==> config.mk <==
export PLATFORM = sky130hd
export DESIGN_NAME = bin_conv_acc
export DESIGN_NICKNAME = d
export VERILOG_FILES = /design/src/rtl/bin_ker_pkg.sv /design/src/rtl/bin_popcount.sv /design/src/rtl/bin_conv_acc.sv
export SDC_FILE = /design/constraint.sdc
export NUM_CORES = 1
export LEC_CHECK = 0
export CORE_UTILIZATION = 25
export DETAILED_ROUTE_END_ITERATION = 8
export PLACE_DENSITY = 0.42
export SKIP_CTS_REPAIR_TIMING = 1
export SKIP_LAST_GASP = 1
export SYNTH_ARGS = -nofsm -noshare
export SYNTH_HDL_FRONTEND = slang
export SYNTH_SLANG_ARGS = --single-unit
==> constraint.sdc <==
create_clock -name clk -period 5.23 [get_ports clk]
set_clock_uncertainty 0.1 [all_clocks]
set_input_delay 1.046 -clock clk [delete_from_list [all_inputs] [get_ports clk]]
set_output_delay 1.046 -clock clk [all_outputs]
set_load 0.01 [all_outputs]
==> src/rtl/bin_ker_pkg.sv <==
// Shared types and width helpers for the binary-kernel accumulator.
// Optional XNOR mode is enabled with BIN_CONV_XNOR_EN.
package bin_ker_pkg;

  typedef enum logic {
    ACC,
    HOLD
  } state_t;

  localparam logic MODE_AND  = 1'b0;
  localparam logic MODE_XNOR = 1'b1;

  function automatic int cnt_w(input int n);
    return $clog2(n + 1);
  endfunction

endpackage

==> src/rtl/bin_popcount.sv <==
// Combinational population count of a W-bit vector.
// Used on the per-row kernel/image product.
module bin_popcount #(
  parameter int W = 3
) (
  input  logic [W-1:0]           v,
  output logic [$clog2(W+1)-1:0] cnt
);

  localparam int CW = $clog2(W + 1);

  always_comb begin
    cnt = '0;
    for (int i = 0; i < W; i++) begin
      cnt = cnt + CW'(v[i]);
    end
  end

endmodule

==> src/rtl/bin_conv_acc.sv <==
// Streaming KxK binary-kernel accumulator, one image row per handshake.
// Define BIN_CONV_XNOR_EN to add the mode port (AND / XNOR product).
module bin_conv_acc
  import bin_ker_pkg::*;
#(
  parameter int K     = 3,
  parameter int OUT_W = cnt_w(K * K)
) (
  input  logic                 clk,
  input  logic                 rst_n,
  input  logic                 k_wr,
  input  logic [$clog2(K)-1:0] k_addr,
  input  logic [K-1:0]         k_data,
  output logic                 k_err,
  input  logic                 clr,
  input  logic                 in_valid,
  output logic                 in_ready,
  input  logic [K-1:0]         im_row,
  output logic                 out_valid,
  input  logic                 out_ready,
  output logic [OUT_W-1:0]     result
`ifdef BIN_CONV_XNOR_EN
  ,
  input  logic                 mode
`endif
);

  localparam int AW = $clog2(K);
  localparam int CW = cnt_w(K);

  state_t              state;
  logic [AW-1:0]       row_cnt;
  logic [OUT_W-1:0]    acc;
  logic [K-1:0]        kern [K];
  logic [K-1:0]        krow;
  logic [K-1:0]        prod;
  logic [CW-1:0]       cnt;
  logic [OUT_W-1:0]    sum;
  logic                mode_x;
  logic                wr_ok;
  logic                last;

`ifdef BIN_CONV_XNOR_EN
  assign mode_x = mode;
`else
  assign mode_x = MODE_AND;
`endif

  assign krow = kern[row_cnt];
  assign prod = (mode_x == MODE_XNOR) ? ~(im_row ^ krow)
                                      : (im_row & krow);

  bin_popcount #(.W(K)) u_pop (
    .v   (prod),
    .cnt (cnt)
  );

  assign sum  = acc + OUT_W'(cnt);
  assign last = (row_cnt == AW'(K - 1));

  // Kernel may only change between windows so a window sees one kernel.
  assign wr_ok = (state == ACC) && (row_cnt == '0) &&
                 ({1'b0, k_addr} < (AW + 1)'(K));

  assign in_ready  = (state == ACC);
  assign out_valid = (state == HOLD);

  always_ff @(posedge clk or negedge rst_n) begin
    if (!rst_n) begin
      state   <= ACC;
      row_cnt <= '0;
      acc     <= '0;
      result  <= '0;
      k_err   <= 1'b0;
      for (int i = 0; i < K; i++) begin
        kern[i] <= '0;
      end
    end else begin
      k_err <= 1'b0;
      if (k_wr) begin
        if (wr_ok) kern[k_addr] <= k_data;
        else       k_err <= 1'b1;
      end
      if (clr) begin
        state   <= ACC;
        row_cnt <= '0;
        acc     <= '0;
      end else begin
        unique case (state)
          ACC: begin
            if (in_valid) begin
              if (last) begin
                result  <= sum;
                acc     <= '0;
                row_cnt <= '0;
                state   <= HOLD;
              end else begin
                acc     <= sum;
                row_cnt <= row_cnt + AW'(1);
              end
            end
          end
          HOLD: begin
            if (out_ready) state <= ACC;
          end
          default: state <= ACC;
        endcase
      end
    end
  end

endmodule
==> results.py <==
metrics = {
    "timing": {
        "fin_setup_tns_ns": 0,
        "slew_headroom": 0.347,
        "timing.fmax_ghz": 0.301,
        "rsz0062_at_grt": "false",
        "tightestPinTransition_ns": 0.977,
        "finalMaxSlewViolations": 0,
        "finalSetupViolCount": 0,
        "layout_setup_ws_ns": 1.91,
        "fin_crit_ns": 3.32,
        "hold_viol": 0,
        "finalCritPeriodShare": 0.635,
    },
    "synth": {
        "ys_seq_area_frac": 0.464,
        "yosys_register_bits": 21,
        "ys.warnings.count": 0,
        "synth_top_area_frac": 0.464,
        "synth_nets": 119,
        "syn_area_sq_um": 1130,
        "yosysTopAreaCell": "dfrtp_1",
        "synthCells": 101,
        "ys_types": 30,
        "avgSynthCellArea_sq_um": 11.2,
        "yosys-top-cells-area": "dfrtp_1 (46%), mux2_2 (12%), fa_1 (3.5%)",
    },
    "placed_design": {
        "io_buffer_count": 20,
        "dp_hpwl_mm": 1.81,
        "globalplace.congestion": 0.727,
        "place_ws_ns": 1.62,
    },
    "layout": {
        "finalNetCount": 140,
        "n_antenna_cell": 0,
        "areaGrowthSynthToFinish_pct": 24.9,
        "layout-drive-gt1-share": 0.157,
    },
    "floorplanning": {
        "start_util": 0.260,
        "rows": 24,
        "core_sq_um": 4350,
        "die_y_microns": 69.3,
        "dieArea_sq_um": 4810,
        "ioPinCount": 21,
        "die_w_microns": 69.3,
    },
    "setup_path": {
        "cp_num_buf_inv": 3,
        "cp_slowest_cell": "fa_1",
        "end_kind": "flip-flop",
        "critPathKind": "in2reg",
        "cp_num_cells": 9,
        "cp-start-kind": "input pin",
        "reg2reg_depth": 11,
        "worstPathRequired_ns": 5.31,
        "path_max_fanout": 3,
        "cp_cell_sequence": "clkdlybuf4s50_1 -> o21ai_0 -> fa_1 -> inv_1 -> ha_1 -> inv_1 -> fa_1 -> or3_1 -> a21oi_1",
        "cp_top_family": "adder cells",
        "critPathMaxStageDelay_ns": 0.52,
        "critPathArrivalTime_ns": 3.40,
    },
    "detailed_routing": {
        "avgViaCountPerCell": 4.46,
        "wl_per_cell_microns": 14.2,
        "routed_wl_mm": 2.45,
        "drt_iter0_markers": 25,
        "ant_nets": 0,
        "drc": 0,
        "firstDrtPassIters": 4,
        "vias": 771,
    },
    "grt": {
        "grt_pass1_vias": 760,
        "grt_pass1_wl_mm": 4.14,
        "grt_start_max_net_pins": 22,
        "track_usage": 0.113,
        "antenna_found_initial": 0,
        "grt-ovfl-total": 0,
    },
    "pwr": {
        "power_leakage_nw": 0.588,
        "vdd_drop_max_v": 0.000200,
        "p_total_uw": 451,
        "power_density_nw_per_um2": 318,
    },
    "clock_tree": {
        "clk_pin_slew_worst_paths_ns": 0.08,
        "cts_buffers": 3,
        "cts-htree-levels": 1,
        "cts_sinks": 21,
        "clock_latency_ns": 0.27,
        "cts_tree": "done",
        "clockBufferDepth": 2,
        "cts-root-buf": "clkbuf_8",
    },
    "min_path": {
        "hold_path_class": "reg2reg",
        "whs_path_depth": 1,
    },
    "run_status": {
        "status": "finished, final reports clean",
    },
    "job": {
        "drv_cap": 0,
    },
}
==> state kept, by name, indices dropped and copies added (netlist names) <==
| register | flops |
|---|---|
| kern | 9 |
| acc | 4 |
| result | 4 |
| row_cnt | 2 |
| k_err | 1 |
| out_valid | 1 |
==> where the power goes <==
part           leakage (nW)  internal [mW]  switching, mW  total, mW
registers             0.268          0.194         0.0200      0.214
logic                 0.299         0.0701         0.0560      0.126
clock network        0.0217         0.0539         0.0573      0.111
total                 0.588          0.317          0.133      0.451
==> layer usage <==
layer	GRT usage	share of wire	vias up	routed length [microns]
li1	-	-	384	-
met1	0.167	0.50	371	1220
met2	0.159	0.46	14	1120
met3	0.0349	0.037	2	91
met4	0.0272	0.0082	0	20
met5	0	0	-	0
==> cells by family after synthesis <==
kind of cell    Yosys count  synth area share
flops                    21             0.464
xor+xnor                  1           0.00773
mux                      16             0.155
buf+inv                  12            0.0541
simple gates             32             0.179
fa+ha+maj                 4            0.0574
compound gates           15            0.0839
==> cell usage after synthesis, drive strengths merged <==
cell type  instances
nor2               4
nand2              7
buf                3
mux2              12
inv                8
nor4b              2
fa                 2
o21ai              3
a2111oi            1
and2               3
or2                1
a21oi              6
clkbuf             1
xnor2              1
a21boi             2
nand3              2
nand2b             3
mux2i              4
a32o               1
nand3b             3
o2bb2ai            1
nor3               2
dfrtp             21
ha                 2
a21o               1
or3                2
nor2b              3
==> placed cells by master (no fill, tap or decap), types with 3 or more instances in the layout <==
cell type / n
dfrtp_1: 21
clkdlybuf4s50_1: 20
mux2_2: 12
inv_1: 8
nand2_1: 7
a21oi_1: 6
mux2i_1: 4
nor2_1: 4
nor2b_1: 3
and2_1: 3
o21ai_0: 3
nand2b_1: 3
nand3b_1: 3
clkbuf_8: 3
==> final timing paths <==
kind                            slack, ns                  end                    from
worst max-delay path                 1.91   acc[1]$_DFFE_PN0P_               im_row[0]
worst min-delay path                 0.41  kern[6]$_DFFE_PN0P_     kern[6]$_DFFE_PN0P_
worst max register to register       2.05   acc[2]$_DFFE_PN0P_  row_cnt[0]$_DFFE_PN0P_
worst min register to register       0.41  kern[6]$_DFFE_PN0P_     kern[6]$_DFFE_PN0P_
max in group asynchronous            3.22      k_err$_DFF_PN0_                   rst_n
min in group asynchronous            1.21   acc[2]$_DFFE_PN0P_                   rst_n
==> stage by stage <==
step | hold slack (ns) | instances | cell area, sq um | utilization
final | 0.410 | 173 | 1420 | 0.325
after floorplan | 0.370 | 101 | 1130 | -
after detailed placement | 0.393 | 169 | 1370 | 0.314
after global routing | 0.421 | 173 | 1420 | 0.325
after CTS | 0.413 | 173 | 1420 | 0.325
after global placement | 0.386 | 169 | 1370 | 0.314
==> area by class of cell <==
cell class              instances  area (sq um)
clock inverters                 1          7.51
flip-flops and latches         21           526
multi-input cells              68           547
inverters                       8          30.0
fillers                       437          2940
well taps                      52          65.1
repair buffers                 20           200
clock buffers                   3          41.3
(Power assumes the default switching activity.)
